--- src/rtl/dco_word_ctrl_if.sv ---
// Requester/coder-side bundle of dco_word_ctrl: enable, loop and calibration
// requests in, capacitor word, coder strobe and handshake status out.
interface dco_word_ctrl_if;
    logic       en;
    logic [4:0] loop_word;
    logic       loop_vld;
    logic       cal_req;
    logic [4:0] cal_word;
    logic       cal_ack;
    logic [4:0] word;
    logic       cod_en;
    logic       owner;
    logic       settled;

    modport master (
        output en, loop_word, loop_vld, cal_req, cal_word,
        input  cal_ack, word, cod_en, owner, settled
    );

    modport slave (
        input  en, loop_word, loop_vld, cal_req, cal_word,
        output cal_ack, word, cod_en, owner, settled
    );
endinterface

--- src/rtl/dco_word_ctrl.sv ---
// DCO capacitor-word sequencer: arbitrates loop vs calibration ownership and steps the word on ticks.
// Define DCO_WORD_SLEW_EN for one-LSB-per-tick slewing; otherwise a tick loads the target directly.
module dco_word_ctrl #(
    parameter int MAX      = 25,
    parameter int STEP_DIV = 4
) (
    input  logic           clk,
    input  logic           rst_n,
    dco_word_ctrl_if.slave bus
);

    typedef enum logic [1:0] {S_LOOP, S_CAL_SLEW, S_CAL_HOLD, S_RETURN} state_t;

    localparam logic [3:0] TCNT_LAST = 4'(STEP_DIV - 1);
    localparam logic [4:0] MAX_W     = 5'(MAX);

    state_t     state, state_nxt;
    logic [3:0] tcnt;
    logic       sync;
    logic       tick;
    logic [4:0] loop_cap, loop_src, loop_tgt, cal_tgt;
    logic [4:0] tgt, tgt_nxt;
    logic [4:0] word_q, word_nxt;
    logic       cod_en_q, cal_ack_q, settled_q;

    function automatic logic [4:0] clamp(input logic [4:0] w);
        return (w > MAX_W) ? MAX_W : w;
    endfunction

    function automatic logic [4:0] step_toward(input logic [4:0] w, input logic [4:0] t);
`ifdef DCO_WORD_SLEW_EN
        if (w < t)      return w + 5'd1;
        else if (w > t) return w - 5'd1;
        else            return w;
`else
        return (w == t) ? w : t;
`endif
    endfunction

    function automatic logic is_cal(input state_t s);
        return (s == S_CAL_SLEW) || (s == S_CAL_HOLD);
    endfunction

    assign tick = bus.en && (tcnt == TCNT_LAST);

    // A capture taken on this tick is already the loop target for this tick's step.
    assign loop_src = (tick && bus.loop_vld) ? bus.loop_word : loop_cap;
    assign loop_tgt = clamp(loop_src);
    assign cal_tgt  = clamp(bus.cal_word);
    assign tgt      = is_cal(state) ? cal_tgt : loop_tgt;
    assign word_nxt = tick ? step_toward(word_q, tgt) : word_q;

    always_comb begin
        state_nxt = state;
        if (bus.en) begin
            unique case (state)
                S_LOOP:     if (bus.cal_req) state_nxt = S_CAL_SLEW;
                S_CAL_SLEW: if (!bus.cal_req) state_nxt = S_RETURN;
                            else if (word_q == cal_tgt) state_nxt = S_CAL_HOLD;
                S_CAL_HOLD: if (!bus.cal_req) state_nxt = S_RETURN;
                S_RETURN:   if (bus.cal_req) state_nxt = S_CAL_SLEW;
                            else if (word_q == loop_tgt) state_nxt = S_LOOP;
                default:    state_nxt = S_LOOP;
            endcase
        end
    end

    // Status flags are judged against the word and owner that exist after this edge.
    assign tgt_nxt = is_cal(state_nxt) ? cal_tgt : loop_tgt;

    always_ff @(posedge clk or negedge rst_n) begin
        if (!rst_n) state <= S_LOOP;
        else        state <= state_nxt;
    end

    always_ff @(posedge clk or negedge rst_n) begin
        if (!rst_n) begin
            tcnt      <= 4'd0;
            sync      <= 1'b1;
            word_q    <= 5'd0;
            loop_cap  <= 5'd0;
            cod_en_q  <= 1'b0;
            cal_ack_q <= 1'b0;
            settled_q <= 1'b1;
        end else begin
            cod_en_q <= tick && ((word_nxt != word_q) || sync);
            if (bus.en) begin
                tcnt      <= (tcnt == TCNT_LAST) ? 4'd0 : tcnt + 4'd1;
                word_q    <= word_nxt;
                cal_ack_q <= (state_nxt == S_CAL_HOLD) && (word_nxt == cal_tgt);
                settled_q <= (word_nxt == tgt_nxt);
                if (tick) sync <= 1'b0;
                if (tick && bus.loop_vld) loop_cap <= bus.loop_word;
            end
        end
    end

    assign bus.word    = word_q;
    assign bus.cod_en  = cod_en_q;
    assign bus.cal_ack = cal_ack_q;
    assign bus.settled = settled_q;
    assign bus.owner   = is_cal(state);

endmodule

--- src/flat_wrapper.sv ---
// flat-port wrapper written by rule: the top's interface ports become plain ports
module dco_word_ctrl_flat 
#(
    parameter int MAX      = 25,
    parameter int STEP_DIV = 4
)
  (clk, rst_n, bus_en, bus_loop_word, bus_loop_vld, bus_cal_req, bus_cal_word, bus_cal_ack, bus_word, bus_cod_en, bus_owner, bus_settled);
  dco_word_ctrl_if bus_i ();
  input  logic clk;
  input  logic rst_n;
  input wire logic [$bits(bus_i.en)-1:0] bus_en;
  input wire logic [$bits(bus_i.loop_word)-1:0] bus_loop_word;
  input wire logic [$bits(bus_i.loop_vld)-1:0] bus_loop_vld;
  input wire logic [$bits(bus_i.cal_req)-1:0] bus_cal_req;
  input wire logic [$bits(bus_i.cal_word)-1:0] bus_cal_word;
  output wire logic [$bits(bus_i.cal_ack)-1:0] bus_cal_ack;
  output wire logic [$bits(bus_i.word)-1:0] bus_word;
  output wire logic [$bits(bus_i.cod_en)-1:0] bus_cod_en;
  output wire logic [$bits(bus_i.owner)-1:0] bus_owner;
  output wire logic [$bits(bus_i.settled)-1:0] bus_settled;
  assign bus_i.en = bus_en;
  assign bus_i.loop_word = bus_loop_word;
  assign bus_i.loop_vld = bus_loop_vld;
  assign bus_i.cal_req = bus_cal_req;
  assign bus_i.cal_word = bus_cal_word;
  assign bus_cal_ack = bus_i.cal_ack;
  assign bus_word = bus_i.word;
  assign bus_cod_en = bus_i.cod_en;
  assign bus_owner = bus_i.owner;
  assign bus_settled = bus_i.settled;
  dco_word_ctrl #(.MAX(MAX), .STEP_DIV(STEP_DIV)) u_core (.clk(clk), .rst_n(rst_n), .bus(bus_i));
endmodule
--- config.mk ---
export PLATFORM = sky130hd
export DESIGN_NAME = dco_word_ctrl_flat
export DESIGN_NICKNAME = d
export VERILOG_FILES = /design/src/rtl/dco_word_ctrl_if.sv /design/src/rtl/dco_word_ctrl.sv /design/src/flat_wrapper.sv
export SDC_FILE = /design/constraint.sdc
export NUM_CORES = 1
export LEC_CHECK = 0
export ABC_CLOCK_PERIOD_IN_PS = 7620
export CAP_MARGIN = 0
export CELL_PAD_IN_SITES_DETAIL_PLACEMENT = 0
export CELL_PAD_IN_SITES_GLOBAL_PLACEMENT = 1
export CORE_MARGIN = 4
export CORE_UTILIZATION = 40
export DETAILED_ROUTE_END_ITERATION = 6
export GPL_TIMING_DRIVEN = 0
export PLACE_DENSITY_LB_ADDON = 0.15
export SETUP_SLACK_MARGIN = 0.05
export SKIP_CTS_REPAIR_TIMING = 1
export SLEW_MARGIN = 20
export SYNTH_ARGS = -nofsm -noshare
export SYNTH_HDL_FRONTEND = slang
export SYNTH_SLANG_ARGS = --single-unit
export TNS_END_PERCENT = 50
--- constraint.sdc ---
create_clock -name clk -period 7.62 [get_ports clk]
set_input_delay 0.762 -clock clk [delete_from_list [all_inputs] [get_ports clk]]
set_output_delay 0.762 -clock clk [all_outputs]
set_load 0.03 [all_outputs]
# After elaboration in Yosys (flattened, before gate mapping)

Cells that the tools add are included.

Register bits: 20
Logic and storage cells: 48

Reductions and logical operators: 9
Add/subtract/negate cells: 1
Eq/ne operators: 12
$lt $le $gt $ge: 2
Muxes and demuxes: 16

Operators by type and width:

| cell                  | count |
|---|---|
| $mux W5               | 7 |
| $eq A5 B5 Y1          | 5 |
| $mux W2               | 7 |
| $gt A5 B5 Y1 const B  | 2 |
| $pmux W2 S4           | 1 |
| $eq A2 B2 Y1 const B  | 3 |
| $ne A5 B5 Y1          | 1 |
| $add A4 B1 Y4 const B | 1 |
| $eq A2 B1 Y1 const B  | 2 |
| $eq A4 B2 Y1 const B  | 1 |
| $logic_and A1 B1 Y1   | 4 |
| $mux W4               | 1 |
| $logic_or A1 B1 Y1    | 3 |
| $logic_not A2 Y1      | 1 |
| $reduce_and A2 Y1     | 1 |

# Logic depth before layout (Yosys ltp)

Depth in word-level cells: 15
Mapped depth: 15
Gate-level depth less buffers: 14

# Least setup slack after synthesis

OpenSTA, ideal clock, no wires.

Path type: input port to flip-flop
Start point: in bus_en
End point: reg u_core.settled_q, in the netlist u_core.bus.settled
Required time: 7.523 ns
Slack: 4.238 ns
Arrival time: 3.285 ns
Cell stages on the path: 13
Path buffers: 1
Path through: and4bb_4 > buf_6 > nand3_1 > a21oi_1 > o21ai_0 > a31o_2 > a31o_1 > ha_1 > inv_1 > o31ai_1 > xnor2_1 > a21oi_1 > o41ai_2

Cells in the longest elaborated chain, start to end: 14
Elaborated cells between the ends (all ways): 19
Classes of those cells: order compare: 1; eq/ne: 5; mux: 10; reduce/logical: 3

RTL lines:

| item                                                | line                | RTL |
|---|---|---|
| from (decl)                                         | flat_wrapper.sv:11  | `input wire logic [$bits(bus_i.en)-1:0] bus_en;` |
| $logic_and A1 B1 Y1                                 | dco_word_ctrl.sv:44 | `assign tick = bus.en && (tcnt == TCNT_LAST);` |
| $logic_and A1 B1 Y1                                 | dco_word_ctrl.sv:47 | `assign loop_src = (tick && bus.loop_vld) ? bus.loop_word : loop_cap;` |
| $mux W5                                             | dco_word_ctrl.sv:47 |  |
| $gt A5 B5 Y1                                        | dco_word_ctrl.sv:27 | `return (w > MAX_W) ? MAX_W : w;` |
| $mux W5                                             | dco_word_ctrl.sv:27 |  |
| $eq A5 B5 Y1                                        | dco_word_ctrl.sv:62 | `else if (word_q == loop_tgt) state_nxt = S_LOOP;` |
| $mux W2                                             | dco_word_ctrl.sv:62 |  |
| $mux W2                                             | dco_word_ctrl.sv:61 | `S_RETURN: if (bus.cal_req) state_nxt = S_CAL_SLEW;` |
| $pmux W2 S4                                         | dco_word_ctrl.sv:56 | `unique case (state)` |
| $mux W2                                             | dco_word_ctrl.sv:55 | `if (bus.en) begin` |
| $eq A2 B1 Y1 / $eq A2 B2 Y1 (equally long branches) | dco_word_ctrl.sv:41 | `return (s == S_CAL_SLEW) \|\| (s == S_CAL_HOLD);` |
| $logic_or A1 B1 Y1                                  | dco_word_ctrl.sv:41 |  |
| $mux W5                                             | dco_word_ctrl.sv:69 | `assign tgt_nxt = is_cal(state_nxt) ? cal_tgt : loop_tgt;` |
| $eq A5 B5 Y1                                        | dco_word_ctrl.sv:91 | `settled_q <= (word_nxt == tgt_nxt);` |
| to (signal assigned)                                | dco_word_ctrl.sv:91 |  |
| to (decl)                                           | dco_word_ctrl.sv:24 | `logic cod_en_q, cal_ack_q, settled_q;` |

Parallel ways exist; a longest one is shown, timed or not.
A chain may end at the register's enable or synchronous reset.

# Worst setup path in the final report

Same ends and word-level chain as after synthesis.

==> results.json <==
{
  "yosys.cell_types.count": 55,
  "timing.final.crit_share_pct": 54.3,
  "cp-start-kind": "input pin",
  "post_synth.cell_area_avg_um2": 9.00,
  "synth_top_area_share_pct": 25.8,
  "worst_hold_startpoint": "u_core.sync",
  "grt_first_pass_wirelength_um": 7670,
  "final_max_slew_violation_count": 0,
  "count_of_final_setup_violators": 0,
  "worst_pin_slew_ns": 0.925,
  "routed_via_density": 5.79,
  "r2r_cells": 13,
  "async_flop_share_pct": 100,
  "report.power.total_mw": 0.882,
  "synth.yosys.seq_area_share_pct": 28.8,
  "cts-root-to-sink-buffers": 2,
  "floorplan.die_area_um2": 5490,
  "core_region_um2": 4120,
  "post_synth_main_area_contributors": "sky130_fd_sc_hd__dfrtp_1 (26%), sky130_fd_sc_hd__xnor2_1 (7.0%), sky130_fd_sc_hd__xor2_1 (4.5%)",
  "holdCritPathClass": "reg2reg",
  "detail-route-antenna-nets": 0,
  "num_antenna_cells": 0,
  "chipWidth_um": 74.1,
  "std_cell_rows": 23,
  "status": "complete, no violations",
  "vdd.ir_drop.worst_v": 0.000162,
  "timing.hold.worst_path_depth": 1,
  "clock_tree_from_tritoncts": "yes",
  "timing.reg2reg.setup_slack_ns": 3.97,
  "detailroute.via_count": 1551,
  "antenna_found_initial": 0,
  "arrival_ns": 4.30,
  "cp_max_fo": 10,
  "worst_hold_path.endpoint": "u_core.sync",
  "drt-wirelength-per-cell_um": 16.7,
  "finalWorstPathRequiredPeriod_ns": 4.14,
  "starting_utilization_of_the_core_area_pct": 42.4,
  "maximum_number_of_pins_on_one_net_before_global_route_repair": 21,
  "post_route_cells_drive_above_1_share_pct": 13.3,
  "grt_busiest_layer": "met2",
  "max_freq_ghz": 0.241,
  "critical_path_required_ns": 7.78,
  "place.detailed.hpwl_um": 3640,
  "kind_of_capture_point_of_the_worst_setup_path": "flip-flop",
  "areaGrowthSynthToFinish_pct": 18.0,
  "grtUsageMet3_pct": 2.43,
  "global_route.usage.total_pct": 18.1,
  "drcViolationCount": 0,
  "numPortBuffers": 21,
  "synth_edf_count": 0,
  "max_slew_margin_pct": 38.1,
  "synth_flop_cell": "sky130_fd_sc_hd__dfrtp_1",
  "power_per_cell_area_nw_per_um2": 428,
  "synth_top_area_cell": "sky130_fd_sc_hd__dfrtp_1",
  "cts_max_level": 1,
  "yosysWarnings": 0,
  "floorplan.io_pins": 24,
  "regToRegEndpoint": "u_core.bus.settled",
  "setup_tns_ns": 0,
  "finalNetCount": 241,
  "syn-num-nets": 215,
  "drv.max_cap_violation_count": 0,
  "postSynthRegisterBits": 20,
  "clock_sinks": 20,
  "drt_first_pass_iters": 4,
  "fp.dieH_um": 74.1,
  "cts-buffers-inserted": 3,
  "synth_cells": 194,
  "worst_r2r_startpoint": "u_core.tcnt[0]",
  "global_route_track_usage_on_met1_pct": 24.6,
  "clkTransAtPathRegs_ns": 0.07,
  "fin_worst_skew_ns": 0.00248,
  "use_met2_pct": 30.4,
  "worst-setup-path-type": "in2reg",
  "grt_setup_unrepaired": "no",
  "number_of_global_route_vias_before_repair": 1574,
  "detail_route.iter0.violations": 72,
  "report.final.hold_viol_count": 0,
  "root_driver": "sky130_fd_sc_hd__clkbuf_8",
  "post_synth_instance_area_um2": 1750,
  "drt-total-wl_um": 4480,
  "globalRoute.totalOverflow": 0,
  "worstSkewPairLatency_ns": 0.25,
  "power_leakage_nw": 0.855,
  "final_weighted_congestion_in_routability_driven_placement": 0.931
}
==> area by class of cell <==
cell class,instances,area [µm²]
Tap cell,50,62.6
Sequential cell,20,503
Clock buffer,3,41.3
Inverter,10,37.5
Timing Repair Buffer,21,210
Multi-Input combinational cell,154,1150
Fill cell,388,2050
Buffer,10,52.6
==> power breakdown <==
group	leakage (nW)	total (mW)	switching, mW	internal, mW
Sequential	0.248	0.186	0.0389	0.147
Clock	0.0216	0.0696	0.0345	0.0352
Combinational	0.586	0.626	0.360	0.267
==> sequential cells by signal (all words and copies together) (netlist names) <==
register	cells
u_core.sync	1
u_core.bus.settled	1
u_core.state	2
u_core.loop_cap	5
u_core.bus.word	5
u_core.bus.cod_en	1
u_core.tcnt	4
u_core.bus.cal_ack	1
==> metrics by stage <==
step	setup slack, ns	std cells	hold slack, ns	utilization [%]	cell area [µm²]
6_report	3.48	268	0.496	50.1	2060
5_1_grt	3.21	268	0.512	50.1	2060
4_1_cts	3.48	268	0.499	50.1	2060
3_5_place_dp	3.20	265	0.488	49.1	2020
3_3_place_gp	3.22	265	0.479	49.1	2020
2_1_floorplan	4.24	194	0.466	-	1750
==> synthesized netlist by cell type, types with 5 or more instances <==
cell type / number
sky130_fd_sc_hd__a21boi_0: 5
sky130_fd_sc_hd__a21oi_1: 5
sky130_fd_sc_hd__buf_2: 6
sky130_fd_sc_hd__dfrtp_1: 18
sky130_fd_sc_hd__ha_1: 6
sky130_fd_sc_hd__inv_1: 10
sky130_fd_sc_hd__nand2_1: 17
sky130_fd_sc_hd__nand2b_1: 5
sky130_fd_sc_hd__nand3_1: 5
sky130_fd_sc_hd__nor2_1: 9
sky130_fd_sc_hd__o21ai_0: 9
sky130_fd_sc_hd__xnor2_1: 14
sky130_fd_sc_hd__xor2_1: 9
==> worst max-delay path by stage <==
stage            from  slack (ns)                 end
2_1_floorplan  bus_en        4.24  u_core.bus.settled
3_3_place_gp   bus_en        3.22  u_core.bus.settled
3_5_place_dp   bus_en        3.20  u_core.bus.settled
4_1_cts        bus_en        3.48  u_core.bus.settled
5_1_grt        bus_en        3.21  u_core.bus.settled
6_report       bus_en        3.48  u_core.bus.settled
==> cell families after synthesis <==
logic type	after synthesis	share of synthesized area (%)
XOR/XNOR	23	11.5
buffers and inverters	20	5.16
AND/OR/NAND/NOR	57	18.6
flip-flops	20	28.8
adder cells (fa/ha/maj)	6	4.30
multiplexers	7	5.01
AO/OA/AOI/OAI	61	26.6
==> per-layer routing <==
layer  vias up  part of all wire (%)
li1        758                     -
met4         0                   1.9
met1       750                    47
met2        35                    47
met5         -                     0
met3         8                   4.3
==> cells in the final DEF, fill, tap and decap left out, types with 6 or more instances in the layout <==
cell type | synthesis | layout
sky130_fd_sc_hd__buf_2 | 6 | 6
sky130_fd_sc_hd__ha_1 | 6 | 6
sky130_fd_sc_hd__clkdlybuf4s50_1 | 0 | 21
sky130_fd_sc_hd__o21ai_0 | 9 | 9
sky130_fd_sc_hd__dfrtp_1 | 18 | 18
sky130_fd_sc_hd__xnor2_1 | 14 | 14
sky130_fd_sc_hd__xor2_1 | 9 | 9
sky130_fd_sc_hd__nand2_1 | 17 | 17
sky130_fd_sc_hd__nor2_1 | 9 | 9
sky130_fd_sc_hd__inv_1 | 10 | 10
==> worst max-delay path, cell delays in order <==
cell and delay [ns]:
sky130_fd_sc_hd__clkdlybuf4s50_1 0.62, sky130_fd_sc_hd__and4bb_4 0.34, sky130_fd_sc_hd__buf_6 0.16, sky130_fd_sc_hd__nand3_1 0.11, sky130_fd_sc_hd__a21oi_1 0.23, sky130_fd_sc_hd__o21ai_0 0.11, sky130_fd_sc_hd__a31o_2 0.29, sky130_fd_sc_hd__a31o_1 0.21
sky130_fd_sc_hd__ha_1 0.39, sky130_fd_sc_hd__inv_1 0.16, sky130_fd_sc_hd__o31ai_1 0.31, sky130_fd_sc_hd__xnor2_1 0.16, sky130_fd_sc_hd__a21oi_1 0.11, sky130_fd_sc_hd__o41ai_2 0.34
(Power assumes the default switching activity.)
